===== config.mk =====
export PLATFORM = sky130hd
export DESIGN_NAME = writeback_scoreboard
export DESIGN_NICKNAME = d
export VERILOG_FILES = /design/src/rtl/writeback_scoreboard.sv
export SDC_FILE = /design/constraint.sdc
export NUM_CORES = 1
export LEC_CHECK = 0
export ABC_AREA = 1
export CAP_MARGIN = 20
export CORE_ASPECT_RATIO = 2
export CORE_UTILIZATION = 42
export DETAILED_ROUTE_END_ITERATION = 7
export PLACE_DENSITY = 0.78
export RECOVER_POWER = 25
export SYNTH_ARGS = -nofsm -noshare
export SYNTH_HDL_FRONTEND = slang
export SYNTH_SLANG_ARGS = --single-unit
export TNS_END_PERCENT = 10

===== constraint.sdc =====
create_clock -name clk -period 2.1 [get_ports clk]
set_input_delay 0.42 -clock clk [delete_from_list [all_inputs] [get_ports clk]]
set_output_delay 0.42 -clock clk [all_outputs]
set_load 0.03 [all_outputs]

===== src/rtl/writeback_scoreboard.sv =====
// Register-file write port arbiter (ALU over LSU) with a busy scoreboard that
// stalls issue on RAW/WAW hazards against outstanding long-latency results.

module wb_busy_cell (
  input  logic clk,
  input  logic rst_n,
  input  logic set,
  input  logic clr,
  output logic busy
);
  // Set wins over clear; only reachable if a WAW stall is bypassed.
  always_ff @(posedge clk or negedge rst_n) begin
    if (!rst_n)   busy <= 1'b0;
    else if (set) busy <= 1'b1;
    else if (clr) busy <= 1'b0;
  end
endmodule

module writeback_scoreboard #(
  parameter int MAX_PENDING  = 4,
  parameter int STARVE_LIMIT = 3
) (
  input  logic        clk,
  input  logic        rst_n,
  input  logic        issue_valid,
  input  logic        issue_long,
  input  logic [4:0]  issue_rd,
  input  logic [4:0]  issue_rs1,
  input  logic [4:0]  issue_rs2,
  output logic        issue_stall,
  input  logic        alu_valid,
  input  logic [4:0]  alu_rd,
  input  logic [31:0] alu_data,
  input  logic        lsu_valid,
  output logic        lsu_ready,
  input  logic [4:0]  lsu_rd,
  input  logic [31:0] lsu_data,
  output logic [4:0]  rd_addr,
  output logic [31:0] rd_data,
  output logic        rd_we,
  output logic [31:0] busy_mask,
  output logic [3:0]  pending_cnt,
  output logic        err_unexpected
);
  localparam int SW = (STARVE_LIMIT < 1) ? 1 : $clog2(STARVE_LIMIT + 1);
  localparam logic [3:0]    MAXP = 4'(MAX_PENDING);
  localparam logic [SW-1:0] SLIM = SW'(STARVE_LIMIT);

  typedef struct packed {
    logic [4:0]  addr;
    logic [31:0] data;
    logic        lsu;
  } wb_req_t;

  logic          wb_lsu;
  logic [SW-1:0] starve;
  logic          lsu_hs, issue_acc, long_acc, hazard;
  logic [31:1]   busy_set, busy_clr;
  wb_req_t       wb_nxt;
  logic [3:0]    pend_nxt;

  assign lsu_ready = !alu_valid;
  assign lsu_hs    = lsu_valid && lsu_ready;

  assign hazard = busy_mask[issue_rs1] || busy_mask[issue_rs2] || busy_mask[issue_rd]
               || (issue_long && pending_cnt == MAXP)
               || (starve == SLIM);
  assign issue_stall = issue_valid && hazard;
  assign issue_acc   = issue_valid && !hazard;
  assign long_acc    = issue_acc && issue_long;

  // Busy clears on the edge that commits an LSU write into the register file,
  // so an issue in the following cycle already sees the new value.
  assign busy_mask[0] = 1'b0;
  for (genvar n = 1; n < 32; n++) begin : g_busy
    assign busy_set[n] = long_acc && (issue_rd == 5'(n));
    assign busy_clr[n] = rd_we && wb_lsu && (rd_addr == 5'(n));
    wb_busy_cell u_cell (
      .clk   (clk),
      .rst_n (rst_n),
      .set   (busy_set[n]),
      .clr   (busy_clr[n]),
      .busy  (busy_mask[n])
    );
  end

  always_comb begin
    wb_nxt = '{addr: rd_addr, data: rd_data, lsu: 1'b0};
    if (alu_valid)   wb_nxt = '{addr: alu_rd, data: alu_data, lsu: 1'b0};
    else if (lsu_hs) wb_nxt = '{addr: lsu_rd, data: lsu_data, lsu: 1'b1};
  end

  always_ff @(posedge clk or negedge rst_n) begin
    if (!rst_n) begin
      rd_addr <= '0;
      rd_data <= '0;
      rd_we   <= 1'b0;
      wb_lsu  <= 1'b0;
    end else begin
      rd_addr <= wb_nxt.addr;
      rd_data <= wb_nxt.data;
      rd_we   <= alu_valid || lsu_hs;
      wb_lsu  <= wb_nxt.lsu;
    end
  end

  // A return with nothing outstanding is flagged, never allowed to wrap.
  always_comb begin
    pend_nxt = pending_cnt;
    if (long_acc && !(lsu_hs && pending_cnt != 4'd0))
      pend_nxt = pending_cnt + 4'd1;
    else if (!long_acc && lsu_hs && pending_cnt != 4'd0)
      pend_nxt = pending_cnt - 4'd1;
  end

  always_ff @(posedge clk or negedge rst_n) begin
    if (!rst_n) begin
      pending_cnt    <= '0;
      err_unexpected <= 1'b0;
    end else begin
      pending_cnt <= pend_nxt;
      if (lsu_hs && pending_cnt == 4'd0) err_unexpected <= 1'b1;
    end
  end

  // Saturated starve count stalls issue so the ALU drains and the LSU gets through.
  always_ff @(posedge clk or negedge rst_n) begin
    if (!rst_n)                     starve <= '0;
    else if (lsu_hs || !lsu_valid)  starve <= '0;
    else if (starve != SLIM)        starve <= starve + SW'(1);
  end
endmodule


Word level (Yosys, flattened, before mapping)

Index checks and enable logic that the tools add are counted.
Widths: inputs -> output; s select.

Bits of input ports: 95
Output and inout bits: 77
Bits in registers: 77

Reduce and logical (&&, ||, !) cells: 120
Magnitude comparators: 3
Eq/ne operators: 65
Add/sub/neg operators: 3
Muxes and demuxes: 74

Operators with widths:

| cell                | number |
|---|---|
| $eq 5x5->1 const B  | 32 |
| $eq 5x4->1 const B  | 16 |
| $mux 38             | 2 |
| $logic_and 1x1->1   | 73 |
| $reduce_bool 2->1   | 34 |
| $mux 1              | 65 |
| $eq 5x3->1 const B  | 8 |
| $eq 5x2->1 const B  | 4 |
| $lt 5x6->1 const B  | 3 |
| $bmux 1 s5          | 3 |
| $eq 5x1->1 const B  | 2 |
| $mux 4              | 2 |
| $logic_or 1x1->1    | 6 |
| $logic_not 1->1     | 5 |
| $add 4x1->4 const B | 1 |
| $eq 4x3->1 const B  | 1 |
| $logic_not 4->1     | 1 |
| $mux 2              | 2 |
| $reduce_bool 4->1   | 1 |
| $sub 4x1->4 const B | 1 |
| $add 2x1->2 const B | 1 |
| $eq 2x2->1 const B  | 1 |
| $ne 2x2->1 const B  | 1 |

Longest topological paths before layout

Gate-level depths: netlist of the first run.

Depth in word-level cells: 14
Depth in mapped cells: 22

Hierarchy

Synthesis of the first run repeated with hierarchy kept, for this count alone.

Cell total of the unflattened synthesis: 799
Area, all modules: 4977.3 sq um

By module, submodules not included:

| module               | seq. area each (sq um) | instances | cells each | area each (sq um) |
|---|---|---|---|---|
| writeback_scoreboard | 1151.1                 | 1         | 644        | 3736.1 |
| wb_busy_cell         | 25.0                   | 31        | 5          | 40.0 |

Worst setup path before layout of the first run

Ideal clock, no wire load.

Path type: input port to flip-flop
Start: input issue_rd[0]
End: register pending_cnt[3]
Path buffers: 2
Cell stages on the path: 21
Data required time: 1982 ps
Slack: -348 ps
Data arrival time: 2330 ps
Cells stage by stage: buf_6 buf_6 nand2_1 o21ai_1 nand2_1 nand2_1 nand2_1 nand2_1 nor2_1 nor2_2 nor2_4 nand4_4 ha_1 nand2_1 nand2_1 a31oi_1 inv_1 nand2_1 nand2_1 nand2_1 nand2_1

Cells in the longest elaborated chain, start to end: 12
Elaborated cells between the ends (all ways): 14

RTL lines:

| element                            | line | source |
|---|---|---|
| start, declared                    | 27   | `input logic [4:0] issue_rd,` |
| $bmux 1 s5 (*)                     | 65   | `assign hazard = busy_mask[issue_rs1] \|\| busy_mask[issue_rs2] \|\| busy_mask[issue_rd]` |
| $mux 1 (implied by the code) (*)   | 65   |  |
| $logic_or 1x1->1 (*)               | 65   |  |
| $logic_or 1x1->1 (*)               | 66   | `\|\| (issue_long && pending_cnt == MAXP)` |
| $logic_or 1x1->1 (*)               | 67   | `\|\| (starve == SLIM);` |
| $logic_not 1->1 (*)                | 69   | `assign issue_acc = issue_valid && !hazard;` |
| $logic_and 1x1->1 (*)              | 69   |  |
| $logic_and 1x1->1 (*)              | 70   | `assign long_acc = issue_acc && issue_long;` |
| $logic_not 1->1                    | 112  | `else if (!long_acc && lsu_hs && pending_cnt != 4'd0)` |
| $logic_and 1x1->1 (2 in series)    | 112  |  |
| $reduce_bool 2->1 (no source line) | -    |  |
| end signal, assigned               | 121  | `pending_cnt <= pend_nxt;` |
| end, declared                      | 42   | `output logic [3:0] pending_cnt,` |

Mark *: on every way between the ends. The rest lies on a longest branch, timed or not. The select of a mux whose other input is x is not followed.
A chain may end at the register's enable or synchronous reset.

Worst setup path in the final report of the first run

Start: register g_busy[10].u_cell.busy
End: output issue_stall

Cells in the longest elaborated chain, start to end: 7
Elaborated cells between the ends (all ways): 11

RTL lines:

| element                      | line | source |
|---|---|---|
| start, declared              | 9    | `output logic busy` |
| start signal, assigned       | 13   | `if (!rst_n) busy <= 1'b0;` |
| start signal, assigned       | 14   | `else if (set) busy <= 1'b1;` |
| start signal, assigned       | 15   | `else if (clr) busy <= 1'b0;` |
| $bmux 1 s5                   | 65   |  |
| $mux 1 (implied by the code) | 65   |  |
| $logic_or 1x1->1             | 65   |  |
| $logic_or 1x1->1 (*)         | 65   |  |
| $logic_or 1x1->1 (*)         | 66   |  |
| $logic_or 1x1->1 (*)         | 67   |  |
| $logic_and 1x1->1 (*)        | 68   | `assign issue_stall = issue_valid && hazard;` |
| end, declared                | 30   | `output logic issue_stall,` |

Marks and branches as above.

==> summary by stage, run 1 <==
STA
After layout, the worst setup slack is -0.2072 ns. Based on the critical path, the design can be clocked at up to 433.4 MHz. The final critical path takes up 109.9% of the cycle. Setup repair after global routing could not meet its margin everywhere. The count of final hold-check violations is 0. The slew of the pin with the lowest slew margin is 1.062 ns.

The shortest clock period the worst path allows after layout is 2.307 ns. The clock tree skew after final layout is 0.006601 ns. The sum of negative setup slack is -0.6558 ns. The final-report setup violation count is 4. The number of max-slew violations in the final report is 0. The max-slew headroom at the worst pin is 29.21%.

Global routing
After global routing the overflow that remains totals 0. The overall global routing resource usage is 30.43%. The number of global-route vias before repair came to 5818. The first global-routing pass estimated 28710 um of wire.

The initial antenna violation count is 0. Entering global routing, the biggest net connects 45 pins.

Yosys
The synthesized netlist occupies a cell area of 5096 um^2. The proportion of synthesized flip-flops having asynchronous set or reset is 100.0%. The most used flip-flop cell after synthesis is sky130_fd_sc_hd__dfrtp_1.

Each instance of the synthesized netlist takes up on average 7.000 um^2. The net count after synthesis is 827. The count of flip-flops with a built-in enable after synthesis is 0. The number of distinct standard cells referenced by the synthesized netlist is 32. For this run, the register share of the synthesized area comes to 37.81%.

After synthesis the netlist holds a flip-flop and latch count of 77. The number of synthesis warnings is 0. In the synthesized netlist, the number of instances is 728.

Clock tree
The number of hold-repair buffers added at the cts stage is 0. The number of buffers created by CTS is 9. The H-tree level count is 3. The clock latency at the later pin of the worst-skew pair is 0.34 ns. TritonCTS built the clock tree. The clock drives 77 sinks. The root cell of the clock tree is sky130_fd_sc_hd__clkbuf_16. After clock tree synthesis, the clock-pin slew on the worst setup and hold paths is 0.06 ns. The buffer depth of the longest clock path is 2.

Status
The checks that failed: negative setup slack. The run finished, with violations left.

Placement
Detailed placement ended at an HPWL of 13600 um. In this run, placement finished with an instance count of 1054. During placement, the flow inserted port buffers numbering 170. The last weighted congestion value of the routability-driven placer is 1.038.

Worst setup path
The worst register-to-register path begins at g_busy[17].u_cell.busy. The worst reg2reg path endpoint is pending_cnt[3]. The critical path is of the flop to output port type. The worst setup path is launched from a flop. The reg2reg setup slack is -0.20 ns. STA classifies the critical path endpoint as an output port. Data on the critical path arrives at its endpoint at 1.89 ns. At the worst endpoint, the required time is 1.68 ns. Of all nets on the critical path, the largest fanout is 3. The worst register-to-register path has a depth of 19.

Power
The clock network is responsible for 22.8% of the overall power. Net switching is 38.84% of the power. Combinational logic burns 46.0% of the power. For this design the ratio of total power to cell area is 876.6 nW/um^2. Cell internal power was estimated by the tool at 4.124 mW. The peak supply drop is 0.0005759 V. For this design the static power due to leakage is 3.625 nW. The net switching power figure is 2.619 mW. Sequential cells burn 31.2% of the power.

Floorplan
The core region is 11770 um^2. The number of top-level pins is 172. From bottom edge to top edge, the die measures 157.8 um. The initial utilization of the core area, before any placement, comes to 43.29%. The full die area is 12610 um^2.

The number of placement rows is 56. In this run the horizontal extent of the chip is 79.89 um.

Layout
The number of antenna cells inserted is 0. The number of standard cells in the layout, taps in and fillers out is 1078. The share of cells above drive strength 1 is 20.90%. The final-stage net count is 1027. From synthesis to final layout, the design area changed by 50.95%.

Route
For this block, the routed nets add up to 17690 um of wire. The average wire per cell in the routed design is 16.41 um. The starting DRC count in detailed routing is 217. The first-pass iteration count of the detailed router is 4.

Using the TritonRoute via totals, the vias-per-cell ratio works out to 5.174. The via count of the routed design is 5578. After detailed routing, the number of remaining DRC violations is 0. The count of nets left with antenna violations once routing finished came out at 0.

Hold path
The classification of the worst-slack hold path is input pin to async pin.

Flow run
The number of maximum-capacitance violations is 0.
-- synthesized netlist by cell type, types with 4 or more instances --
master | instances | area, um^2
sky130_fd_sc_hd__buf_4 | 34 | 255.2
sky130_fd_sc_hd__inv_1 | 59 | 221.5
sky130_fd_sc_hd__buf_6 | 10 | 112.6
sky130_fd_sc_hd__inv_2 | 4 | 15.01
sky130_fd_sc_hd__nand2_1 | 282 | 1059
sky130_fd_sc_hd__o21ai_2 | 30 | 262.8
sky130_fd_sc_hd__dfrtp_1 | 77 | 1927
sky130_fd_sc_hd__nand3_1 | 118 | 590.6
sky130_fd_sc_hd__o21ai_1 | 12 | 60.06
sky130_fd_sc_hd__o21ai_0 | 31 | 155.2
sky130_fd_sc_hd__clkbuf_1 | 15 | 56.30
sky130_fd_sc_hd__o211ai_1 | 4 | 30.03
sky130_fd_sc_hd__nor2_1 | 22 | 82.58
sky130_fd_sc_hd__nor2_4 | 4 | 45.04
-- stage by stage --
| stage | cell area, um^2 | worst slack [ns] | total power [mW] | hold slack (ns) | util [%] |
|---|---|---|---|---|---|
| 2_1_floorplan | 5109 | -0.2712 | 3.734 | 0.1244 | - |
| 3_3_place_gp | 7177 | -0.8104 | 4.986 | 0.4038 | 60.97 |
| 3_5_place_dp | 7177 | -0.8696 | 5.018 | 0.4024 | 60.97 |
| 4_1_cts | 7634 | -0.1871 | 6.666 | 0.04620 | 64.85 |
| 5_1_grt | 7692 | -0.3823 | 7.112 | 0.2565 | 65.35 |
| 6_report | 7692 | -0.2072 | 6.743 | 0.2048 | 65.35 |
-- worst max-delay path, cell delays in order (launching register included) --
cell and delay, ns:
sky130_fd_sc_hd__dfrtp_2 0.48, sky130_fd_sc_hd__inv_2 0.06, sky130_fd_sc_hd__o21ai_2 0.10, sky130_fd_sc_hd__nand2_1 0.05, sky130_fd_sc_hd__nand2_1 0.06, sky130_fd_sc_hd__nand2_1 0.06, sky130_fd_sc_hd__nand2_2 0.09, sky130_fd_sc_hd__nor2_2 0.05
sky130_fd_sc_hd__nor2_2 0.11, sky130_fd_sc_hd__nor2_4 0.07, sky130_fd_sc_hd__buf_6 0.12, sky130_fd_sc_hd__a21boi_2 0.14, sky130_fd_sc_hd__buf_6 0.14
-- power by group through the flow --
stage | Clock, mW | Sequential, mW | Combinational [mW]
floorplan | 0 | 2.23 | 1.51
global placement | 0 | 2.08 | 2.90
detailed placement | 0 | 2.09 | 2.93
CTS | 1.57 | 2.07 | 3.02
global route | 1.63 | 2.13 | 3.35
finish | 1.54 | 2.10 | 3.10
-- routing by layer --
metal	up-vias	track usage, %	wire length, um
met3	72	5.764	964
met1	2566	28.21	5643
met2	251	57.63	9887
met4	0	21.09	1196
li1	2689	-	-
met5	-	0	0
-- worst max-delay path by stage --
| stage | startpoint | endpoint | slack, ns |
|---|---|---|---|
| after floorplan | issue_rd[0] | pending_cnt[3] | -0.27 |
| after global routing | g_busy[18].u_cell.busy | pending_cnt[3] | -0.38 |
| after global placement | issue_rs2[0] | pending_cnt[3] | -0.81 |
| after detailed placement | issue_rs2[0] | pending_cnt[2] | -0.87 |
| after CTS | g_busy[18].u_cell.busy | issue_stall | -0.19 |
| final | g_busy[10].u_cell.busy | issue_stall | -0.21 |
-- layout make-up --
cell class / instances / area (um^2)
well taps: 145 / 181.4
multi-input cells: 522 / 2586
clock buffers: 12 / 246.5
repair buffers: 252 / 2435
inverters: 66 / 255.2
fillers: 995 / 4079
flip-flops and latches: 77 / 1941
clock inverters: 4 / 47.55
-- layout by cell type, fill, tap and decap left out, types with 2 or more instances in the layout --
cell type / Yosys / routed
sky130_fd_sc_hd__nand2_1: 282 / 274
sky130_fd_sc_hd__clkdlybuf4s50_1: 0 / 156
sky130_fd_sc_hd__nand3_1: 118 / 114
sky130_fd_sc_hd__dfrtp_1: 77 / 66
sky130_fd_sc_hd__buf_4: 34 / 65
sky130_fd_sc_hd__inv_1: 59 / 51
sky130_fd_sc_hd__o21ai_2: 30 / 35
sky130_fd_sc_hd__o21ai_0: 31 / 29
sky130_fd_sc_hd__nor2_1: 22 / 16
sky130_fd_sc_hd__inv_2: 4 / 12
sky130_fd_sc_hd__buf_6: 10 / 12
sky130_fd_sc_hd__dfrtp_2: 0 / 11
sky130_fd_sc_hd__o21ai_1: 12 / 9
sky130_fd_sc_hd__nand2_2: 1 / 9
sky130_fd_sc_hd__clkbuf_16: 0 / 9
sky130_fd_sc_hd__nor2_2: 1 / 6
sky130_fd_sc_hd__dlygate4sd2_1: 0 / 6
sky130_fd_sc_hd__nor2_4: 4 / 5
sky130_fd_sc_hd__buf_12: 0 / 5
sky130_fd_sc_hd__nand3_2: 0 / 4
sky130_fd_sc_hd__o211ai_1: 4 / 4
sky130_fd_sc_hd__clkbuf_2: 0 / 3
sky130_fd_sc_hd__a21oi_1: 2 / 2
sky130_fd_sc_hd__nand2_4: 2 / 2
sky130_fd_sc_hd__xor2_1: 2 / 2
sky130_fd_sc_hd__ha_1: 3 / 2
sky130_fd_sc_hd__clkbuf_1: 15 / 2
sky130_fd_sc_hd__clkinv_2: 0 / 2
sky130_fd_sc_hd__buf_2: 3 / 2
-- cell families after synthesis --
| family | Yosys count | synth area share, % |
|---|---|---|
| adder cells (fa/ha/maj) | 4 | 1.129 |
| AND/OR/NAND/NOR | 433 | 36.41 |
| buffers and inverters | 129 | 13.65 |
| XOR/XNOR | 2 | 0.3438 |
| flip-flops | 77 | 37.81 |
| AO/OA/AOI/OAI | 82 | 10.58 |
| other | 1 | 0.07359 |
-- sequential cells by signal, indices dropped and copies added, names as in the netlist --
register            flops
starve                  2
g_busy.u_cell.busy     31
rd_we                   1
wb_lsu                  1
pending_cnt             4
rd_addr                 5
err_unexpected          1
rd_data                32
-- repair_timing --
action / 4_1_cts / 5_1_grt
gates resized for setup: 65 / 19
buffers inserted: 1 / 5
gates cloned: 2 / 0
setup endpoints to repair: 34 / 30
pin swaps: 14 / 19
No activity file was read; power rests on OpenSTA's default activity.
==> run 2, diff against run 1 <==
Settings changed: MAX_ROUTING_LAYER from default to met4.
==> summary by stage, run 2 (synthesized netlist as in run 1, its figures left out) <==
Clock tree
The root cell of the clock tree is sky130_fd_sc_hd__clkbuf_16. The H-tree level count was 3 (unchanged). The number of hold-repair buffers added at the cts stage is 0 (unchanged). The register clock-pin slew on the reported worst setup and hold paths is 0.06 ns (about the same). The clock latency at the later pin of the worst-skew pair is 0.33 ns (about the same).

The number of sinks on the clock net came to 77 (unchanged). TritonCTS built the clock tree. The buffer depth of the longest clock path is 2 (unchanged). The number of buffers created by CTS is 9 (unchanged).

Route
The first-pass iteration count of the detailed router was 6 (+2). The count of antenna-violating nets left after detailed routing is 0 (unchanged). The post-detailed-route via-to-cell ratio was 5.197 (+0.43%).

The average wire per cell in the routed design came to 16.42 um (about the same). The sum of routed wire length over all layers is 17790 um (+0.54%). The starting DRC count in detailed routing is 237 (+9.2%). The via count of the routed design is 5628 (+0.90%). The detailed-route DRC error count is 0 (unchanged).

STA
The clock tree skew after final layout was 0.003382 ns (-0.003219 ns). The final-report setup violation count is 4 (unchanged). The max-slew headroom at the worst pin is -13.01% (-42 points).

The shortest clock period the worst path allows after layout came to 2.310 ns (+0.002609 ns). The final worst-path setup slack is -0.2098 ns (-0.002609 ns). Setup repair after global routing could not meet its margin everywhere. The count of final hold-check violations is 0 (unchanged). The fraction of the cycle the final worst path needs is 110.0% (+0.12 points). The number of max-slew violations in the final report is 78 (+78). The achievable frequency is 432.9 MHz (-0.11%). The slew of the pin with the lowest slew margin is 1.695 ns (+0.6334 ns). The sum of negative setup slack came to -0.7612 ns (-0.1055 ns).

Placement
The cell area reported after detailed placement is 7229 um^2 (+0.73%). The last weighted congestion value of the routability-driven placer is 1.021 (-1.7%). The count of input and output buffers is 170 (unchanged). The number of placed instances with taps included is 1061 (+0.66%). The half-perimeter wire length of the detailed placement result is 13720 um (+0.88%).

Layout
The share of cells above drive strength 1 came to 20.68% (-0.22 points). The number of standard cells in the layout, taps in and fillers out is 1083 (+0.46%). The flip-flop count of the largest register, all copies and words added is 32 (unchanged). The final-stage net count is 1032 (+0.49%). Counting flops per register, the top entry is rd_data. The largest registers in the layout are rd_data (32), g_busy.u_cell.busy (31), rd_addr (5). In the layout the commonest cells are 271 x sky130_fd_sc_hd__nand2_1, 157 x sky130_fd_sc_hd__clkdlybuf4s50_1, 113 x sky130_fd_sc_hd__nand3_1. Compared with the post-synthesis result, the final layout area differs by 52.49%. The final instance area is 7771 um^2 (+1.0%). The most common cell after layout, fill and taps aside is sky130_fd_sc_hd__nand2_1.

The fraction of the core area covered by cells at the end of the flow is 66.02% (+0.67 points). The number of antenna cells inserted is 0 (unchanged).

Flow run
The number of maximum-capacitance violations is 1 (+1).

Global routing
The global route total overflow is 0 (unchanged). The largest net degree at the start of global routing is 78 (+73%). The overall global routing resource usage is 30.59% (+0.16 points).

The initial antenna violation count is 0 (unchanged). The number of global-route vias before repair is 5618 (-3.4%). The wire length of the first global-routing pass is 27930 um (-2.7%).

Worst setup path
The largest fanout of any net on the critical path is 4 (+1). Traced cell by cell, the critical path runs through nand2_1 -> o21ai_2 -> nand2_1 -> nand2_1 -> nand2_1 -> nand2_2 -> nor2_2 -> nor2_2 -> nor2_4 -> buf_6 -> a21boi_2 -> buf_6. The total buffers and inverters traversed by the critical path is 2 (-1). The cell repeated most along the worst path is sky130_fd_sc_hd__nand2_1.

The kind of cell with the highest combined delay on the critical path is simple AND/OR/NAND/NOR gates. The data required time at the worst endpoint was 1.68 ns (about the same). The reg2reg setup slack is -0.21 ns (about the same). On the critical path, the stage with the largest delay is an instance of sky130_fd_sc_hd__dfrtp_1.

The category of the worst setup path capture point is an output port. The setup path with the least slack is of type flop to output port. The startpoint type of the worst setup path is a flop.

The maximum single-stage delay on the critical path came to 0.48 ns (about the same). The arrival time of data at the critical path endpoint was 1.89 ns (about the same).

Power
The total power per unit cell area was 911.0 nW/um^2 (+3.9%). The post-route total power is 7.079 mW (+5.0%). The peak supply drop is 0.0006316 V (+9.7%). The leakage power figure is 3.667 nW (+1.2%).

Floorplan
The full die area was 12610 um^2 (unchanged). The standard cell core area came to 11770 um^2 (unchanged). The starting utilization of the core area is 43.29% (unchanged). The chip height came to 157.8 um (unchanged).

The number of top-level pins is 172 (unchanged). The number of placement rows is 56 (unchanged). The die extent in x is 79.89 um (unchanged).

Status
The checks that failed: max-capacitance violations, max-slew violations, negative setup slack. The flow ran to the end, but the final reports show violations.

Hold path
The classification of the worst-slack hold path is flop to flop.
## run 2: metrics by stage
stage	hold WS (ns)	worst slack, ns
final	0.4927	-0.2098
after global routing	0.5066	-0.3769
after CTS	0.1127	-0.2296
after detailed placement	0.4669	-0.8555
after global placement	0.4617	-0.7956
after floorplan	0.1244	-0.2712
## run 2: repair_timing
item / in CTS / in global routing
endpoints found under the setup margin: 35 / 35
pin swaps: 20 / 18
gates cloned: 1 / 0
setup buffers: 3 / 2
gates resized for setup: 55 / 16
## run 2: tightest hold or removal path, delay by kind of cell (launching register included)
kind	cells	cell delay [ns]
and+or+nand+nor	2	0.12
DFF	1	0.34
## run 2: final timing paths
kind,start,end,cells past startpoint
max in group asynchronous,rst_n,g_busy[17].u_cell.busy,2
worst max register to register,g_busy[24].u_cell.busy,pending_cnt[3],17
worst min-delay path,rd_data[0],rd_data[0],2
min in group asynchronous,rst_n,rd_data[14],2
worst min register to register,rd_data[0],rd_data[0],2
worst max-delay path,g_busy[11].u_cell.busy,issue_stall,12
## run 2: power breakdown
part | switching [mW] | internal [mW] | total, mW
registers | 0.340 | 1.76 | 2.10
logic | 1.73 | 1.44 | 3.17
clock network | 0.608 | 1.20 | 1.81
## run 2: cell type report
| class | instances | area, um^2 |
|---|---|---|
| flip-flops and latches | 77 | 1934 |
| well taps | 145 | 181.4 |
| fillers | 1011 | 4000 |
| multi-input cells | 522 | 2587 |
| inverters | 66 | 252.7 |
| repair buffers | 257 | 2466 |
| clock inverters | 5 | 106.4 |
| clock buffers | 11 | 242.7 |
## run 2: metal layers
metal	routed length [um]	track usage, %	vias up
met3	857	4.380	84
met1	5537	27.36	2584
li1	-	-	2702
met2	10040	58.00	258
met5	0	-	-
met4	1351	19.47	0
==> variant 1, RTL diff (settings of run 2) <==
Set the parameter `STARVE_LIMIT` to 5 (it was 3).
--- a/src/rtl/writeback_scoreboard.sv
+++ b/src/rtl/writeback_scoreboard.sv
@@ -19,5 +19,5 @@
 module writeback_scoreboard #(
   parameter int MAX_PENDING  = 4,
-  parameter int STARVE_LIMIT = 3
+  parameter int STARVE_LIMIT = 5
 ) (
   input  logic        clk,
Check against the original RTL: not equivalent (a bounded check fails within 4 cycles, from zero or initial values and one cycle with rst_n low).
==> variant 1 against run 2 <==
- the run ends with setup timing left
- routed wire length decreased by 0.97%
- synthesized cell count increased by 0.96%
- sequential share of layout area down 0.25 points
- power fell by 0.19%
- setup slack lost 0.063 ns
- sequential cell count increased by 1
- final area rose by 2.3%
- critical path depth increased by 1
- area after synthesis increased by 1.0%
- via count grew 0.34%
- critical path type is now input pin to output pin
- critical endpoint unchanged
- largest cell class unchanged
==> variant 1: results (changes against run 2) <==
| Metric | Value |
|---|---|
| Cells after synthesis | 735 (+0.96%) |
| Comb power | 3.30 mW (+4%) |
| Top post-synthesis cells by area | dfrtp_1 38%, nand2_1 20%, nand3_1 12% |
| Kind of cell adding the most delay to the critical path | buffers and inverters |
| Number of placed instances with taps included | 1079 (+1.7%) |
| Post-synth top cells | 280 x nand2_1, 119 x nand3_1, 78 x dfrtp_1 |
| Met3 usage | 0.0493 (+0.00548) |
| XOR/XNOR Fraction of Synth Area | 0.00340 (-0.0000351) |
| Max FO, Critical Path | 13 (+9) |
| Reg2reg end | pending_cnt[2] |
| Reg power frac | 0.294 (-0.003) |
| Post CTS Setup Buffer Count | 6 (+3) |
| Final setup margin | -0.273 ns (-0.0632 ns) |
| # fillers | 996 (-1.5%) |
| Routed met1 length | 5630 um (+1.6%) |
| Failing checks | setup timing |
| Largest stage delay, worst path | 0.29 ns (-0.19 ns) |
| Sequential fraction of the synthesis area | 0.379 (+0.00100) |
| Grt met2 use | 0.556 (-0.0244) |
| Reg2reg setup slack | -0.26 ns (-0.05 ns) |
| Critical R2R Launch | g_busy[5].u_cell.busy |
| CP arrival | 1.95 ns (+0.06 ns) |
| Average wire per standard cell | 15.9 um (-3.0%) |
| Tot GR Track Use | 0.304 (-0.00172) |
| Routability Congestion | 1.06 (+3.9%) |
| Layout cells sized above 1 | 0.221 (+0.0138) |
| Status | finished with violations |
| Worst Clk Skew | 0.00737 ns (+0.00399 ns) |
| Combinational Power Share | 0.466 (+0.018) |
| Final setup TNS | -0.971 ns (-0.210 ns) |
| Hold Slack | 0.205 ns (-0.287 ns) |
| Worst-Margin Slew | 0.925 ns (-0.770 ns) |
| Met3 wire len | 833 um (-2.8%) |
| Drt first pass iters | 5 (-1) |
| Slowest stage cell, crit path | bufbuf_16 |
| Mapped Nets | 835 (+0.97%) |
| Vias | 5647 (+0.34%) |
| Hold WC Path Type | input pin to asynchronous set/reset pin |
| Initial antenna violation count | 0 (unchanged) |
| Synth Area in Adders | 0.0136 (+0.00231) |
| Final setup fails | 5 (+1) |
| Synth unique cells | 34 (+6.3%) |
| Largest net degree at the start of global routing | 42 (-46%) |
| CTS resizes | 64 (+16%) |
| Leakage | 3.77 nW (+2.7%) |
| Vias in the first global route | 5679 (+1.1%) |
| Sw power | 2.68 mW (about the same) |
| Drt initial violations | 330 (+39%) |
| Pre-CTS setup slack | -0.887 ns (-0.0315 ns) |
| Complex-gate fraction of the synthesized area | 0.107 (+0.00111) |
| First-pass GRT wire length | 27900 um (about the same) |
| DR WL met2 | 9810 um (-2.3%) |
| Detailed Place HPWL | 13800 um (+0.62%) |
variant 1: cell count changes after synthesis, moves of 2 or more:
cell,run 2,this run
nand2_1,282,280
o21ai_0,31,33
buf_2,3,5
inv_1,59,62
nor2_1,22,24
variant 1: worst max path at each step:
stage	start	end	slack, ns
after floorplan	issue_rs2[0]	pending_cnt[3]	-0.27
after global placement	issue_rs1[0]	pending_cnt[2]	-0.82
after detailed placement	issue_rs1[0]	pending_cnt[3]	-0.89
after CTS	g_busy[26].u_cell.busy	pending_cnt[3]	-0.26
after global routing	g_busy[19].u_cell.busy	pending_cnt[3]	-0.38
final	issue_rd[0]	issue_stall	-0.27
variant 1: final cells by class:
class                   count  area share
clock buffers              11      0.0305
clock inverters             5      0.0102
inverters                  68      0.0337
multi-input cells         526       0.331
flip-flops and latches     78       0.246
well taps                 145      0.0228
repair buffers            272       0.325
repair inverters            1    0.000787
==> variant 2, RTL diff (settings of run 2) <==
Made on the original files. Register the output `err_unexpected` once more; this adds one clock of latency there. The other outputs are not delayed to match.
--- a/src/rtl/writeback_scoreboard.sv
+++ b/src/rtl/writeback_scoreboard.sv
@@ -52,4 +52,6 @@
     logic        lsu;
   } wb_req_t;
+
+  logic err_unexpected_s0;
 
   logic          wb_lsu;
@@ -117,8 +119,8 @@
     if (!rst_n) begin
       pending_cnt    <= '0;
-      err_unexpected <= 1'b0;
+      err_unexpected_s0 <= 1'b0;
     end else begin
       pending_cnt <= pend_nxt;
-      if (lsu_hs && pending_cnt == 4'd0) err_unexpected <= 1'b1;
+      if (lsu_hs && pending_cnt == 4'd0) err_unexpected_s0 <= 1'b1;
     end
   end
@@ -130,4 +132,8 @@
     else if (starve != SLIM)        starve <= starve + SW'(1);
   end
+  always_ff @(posedge clk) begin
+    err_unexpected <= err_unexpected_s0;
+  end
+
 endmodule
 
Check against the original RTL: not equivalent (Yosys sat finds a counterexample within 4 cycles, from zero or initial values and one cycle with rst_n low).
==> variant 2 against run 2 <==
- the flow still finishes with violations (capacitance limit, slew limit, setup timing)
- die area up 0.38%
- final area about the same
- via count up 0.11%
- sequential cell count up 1
- critical path depth up 7
- combinational power down 1%
- setup slack worse by 0.039 ns
- area after synthesis up 0.39%
- routed wire length down 0.22%
- worst hold slack worse by 0.10 ns
- power down 3.0%
- sequential share of layout area up 0.29 points
- clock power down 10%
- critical endpoint is now pending_cnt[3]
- highest routed layer unchanged
==> variant 2: results (changes against run 2) <==
| Metric | Value |
|---|---|
| Status | finished with violations |
| Failing checks | capacitance limit, slew limit, setup timing |
| Sequential fraction of the synthesis area | 0.381 (+0.00243) |
| Kind of cell adding the most delay to the critical path | simple AND/OR/NAND/NOR gates |
| Yosys warns | 0 (unchanged) |
| Seq pwr | 2.12 mW |
| Routed wire length | 17700 um (-0.22%) |
| Largest registers | rd_data (32), g_busy.u_cell.busy (31), rd_addr (5) |
| H-tree levels | 3 (unchanged) |
| Vias | 5634 (+0.11%) |
| Final setup fails | 4 (unchanged) |
| Post-synth ARST share | 0.987 (-0.0128) |
| Mapped Nets | 828 (+0.12%) |
| Worst skew pair latency | 0.35 ns (+0.02 ns) |
| Buffers on Ports | 170 (unchanged) |
| Slowest stage cell, crit path | dfrtp_1 |
| First-pass GRT wire length | 27900 um (-0.15%) |
| Clock root buffer | clkbuf_16 |
| Drt first pass iters | 4 (-2) |
| Detailed Place HPWL | 13700 um (-0.41%) |
| Peak VDD IR | 0.000726 V (+15%) |
| Final setup margin | -0.249 ns (-0.0392 ns) |
| Top post-synthesis cells by area | dfrtp_1 38%, nand2_1 21%, nand3_1 12% |
| Slew Limit Fails | 31 (-60%) |
| CP arrival | 2.63 ns (+0.74 ns) |
| Tot GR Track Use | 0.306 (+0.000542) |
| Worst-path clk slew | 0.07 ns |
| Post-layout nets | 1037 (+0.48%) |
| Final setup TNS | -0.930 ns (-0.169 ns) |
| DP Area | 7280 um^2 (+0.66%) |
| Post-synth top cells | 282 x nand2_1, 118 x nand3_1, 77 x dfrtp_1 |
| Pre-CTS setup slack | -0.866 ns (-0.0103 ns) |
| Number of placed instances with taps included | 1064 (+0.28%) |
| Largest net degree at the start of global routing | 41 (-47%) |
| P_clk | 1.62 mW (-10%) |
| Routed met1 length | 5690 um (+2.7%) |
| Leakage | 3.67 nW (+0.13%) |
| Via/cell ratio | 5.17 (-0.44%) |
| Ys flop type | dfrtp_1 |
| Initial antenna violation count | 1 (+1) |
| Vias in the first global route | 5730 (+2.0%) |
| TritonCTS buffer count | 9 (unchanged) |
| Routability Congestion | 1.09 (+6.6%) |
| Max-Cap Viols | 1 (unchanged) |
| Met3 wire len | 808 um (-5.7%) |
| Clock buffer depth | 2 (unchanged) |
| Sw power | 2.70 mW (+0.78%) |
| DR WL met2 | 10000 um (-0.34%) |
| Synth unique cells | 33 (+3.1%) |
| Hold WC Path Type | register to register |
| Largest stage delay, worst path | 0.47 ns |
| Cells after synthesis | 729 (+0.14%) |
| Worst-Margin Slew | 1.65 ns (-0.0415 ns) |
| Max FO, Critical Path | 5 (+1) |
| Int Pwr | 4.16 mW (-5.3%) |
| Layout cells sized above 1 | 0.203 (-0.00428) |
| Top routing layer in use | met4 |
| Worst Clk Skew | 0.00540 ns (+0.00202 ns) |
| Drt initial violations | 218 (-8.0%) |
[variant 2: path summary, 6_finish.rpt]
kind | startpoint | to | slack, ns | cells past startpoint
setup / recovery | g_busy[20].u_cell.busy | pending_cnt[3] | -0.25 | 19
hold / removal | err_unexpected_s0 | err_unexpected | 0.39 | 0
setup reg to reg | g_busy[20].u_cell.busy | pending_cnt[3] | -0.25 | 19
hold reg to reg | err_unexpected_s0 | err_unexpected | 0.39 | 0
max in group asynchronous | rst_n | g_busy[17].u_cell.busy | 0.23 | 2
min in group asynchronous | rst_n | rd_data[15] | 0.50 | 1
[variant 2: cells by family (layout without fill, tap and decap cells)]
logic type | count (synthesis) | after routing | share of synthesized area
buf+inv | 129 | 343 | 0.136
fa+ha+maj | 4 | 4 | 0.0113
compound gates | 82 | 82 | 0.105
simple gates | 433 | 433 | 0.363
other cells | 1 | 2 | 0.000733
xor+xnor | 2 | 2 | 0.00342
flops | 78 | 78 | 0.381
[variant 2: what timing repair did]
| item | CTS | global route |
|---|---|---|
| setup buffers | 5 | 2 |
| gates resized for setup | 45 | 19 |
| setup endpoints to repair | 33 | 6 |
| gates cloned | 1 | 0 |
| pin swaps | 11 | 14 |
[variant 2: metal layers]
metal	up-vias	track usage
li1	2714	-
met1	2598	0.275
met2	238	0.566
met3	84	0.0455
met4	0	0.222
met5	-	-
[variant 2: layout make-up]
cell class | instances | area (um^2)
Clock buffer | 9 | 225
Multi-Input combinational cell | 522 | 2560
Fill cell | 1010 | 4010
Inverter | 66 | 253
Sequential cell | 78 | 1960
Tap cell | 145 | 181
Clock inverter | 7 | 80.1
Timing Repair Buffer | 261 | 2510
Antenna cell | 1 | 2.50
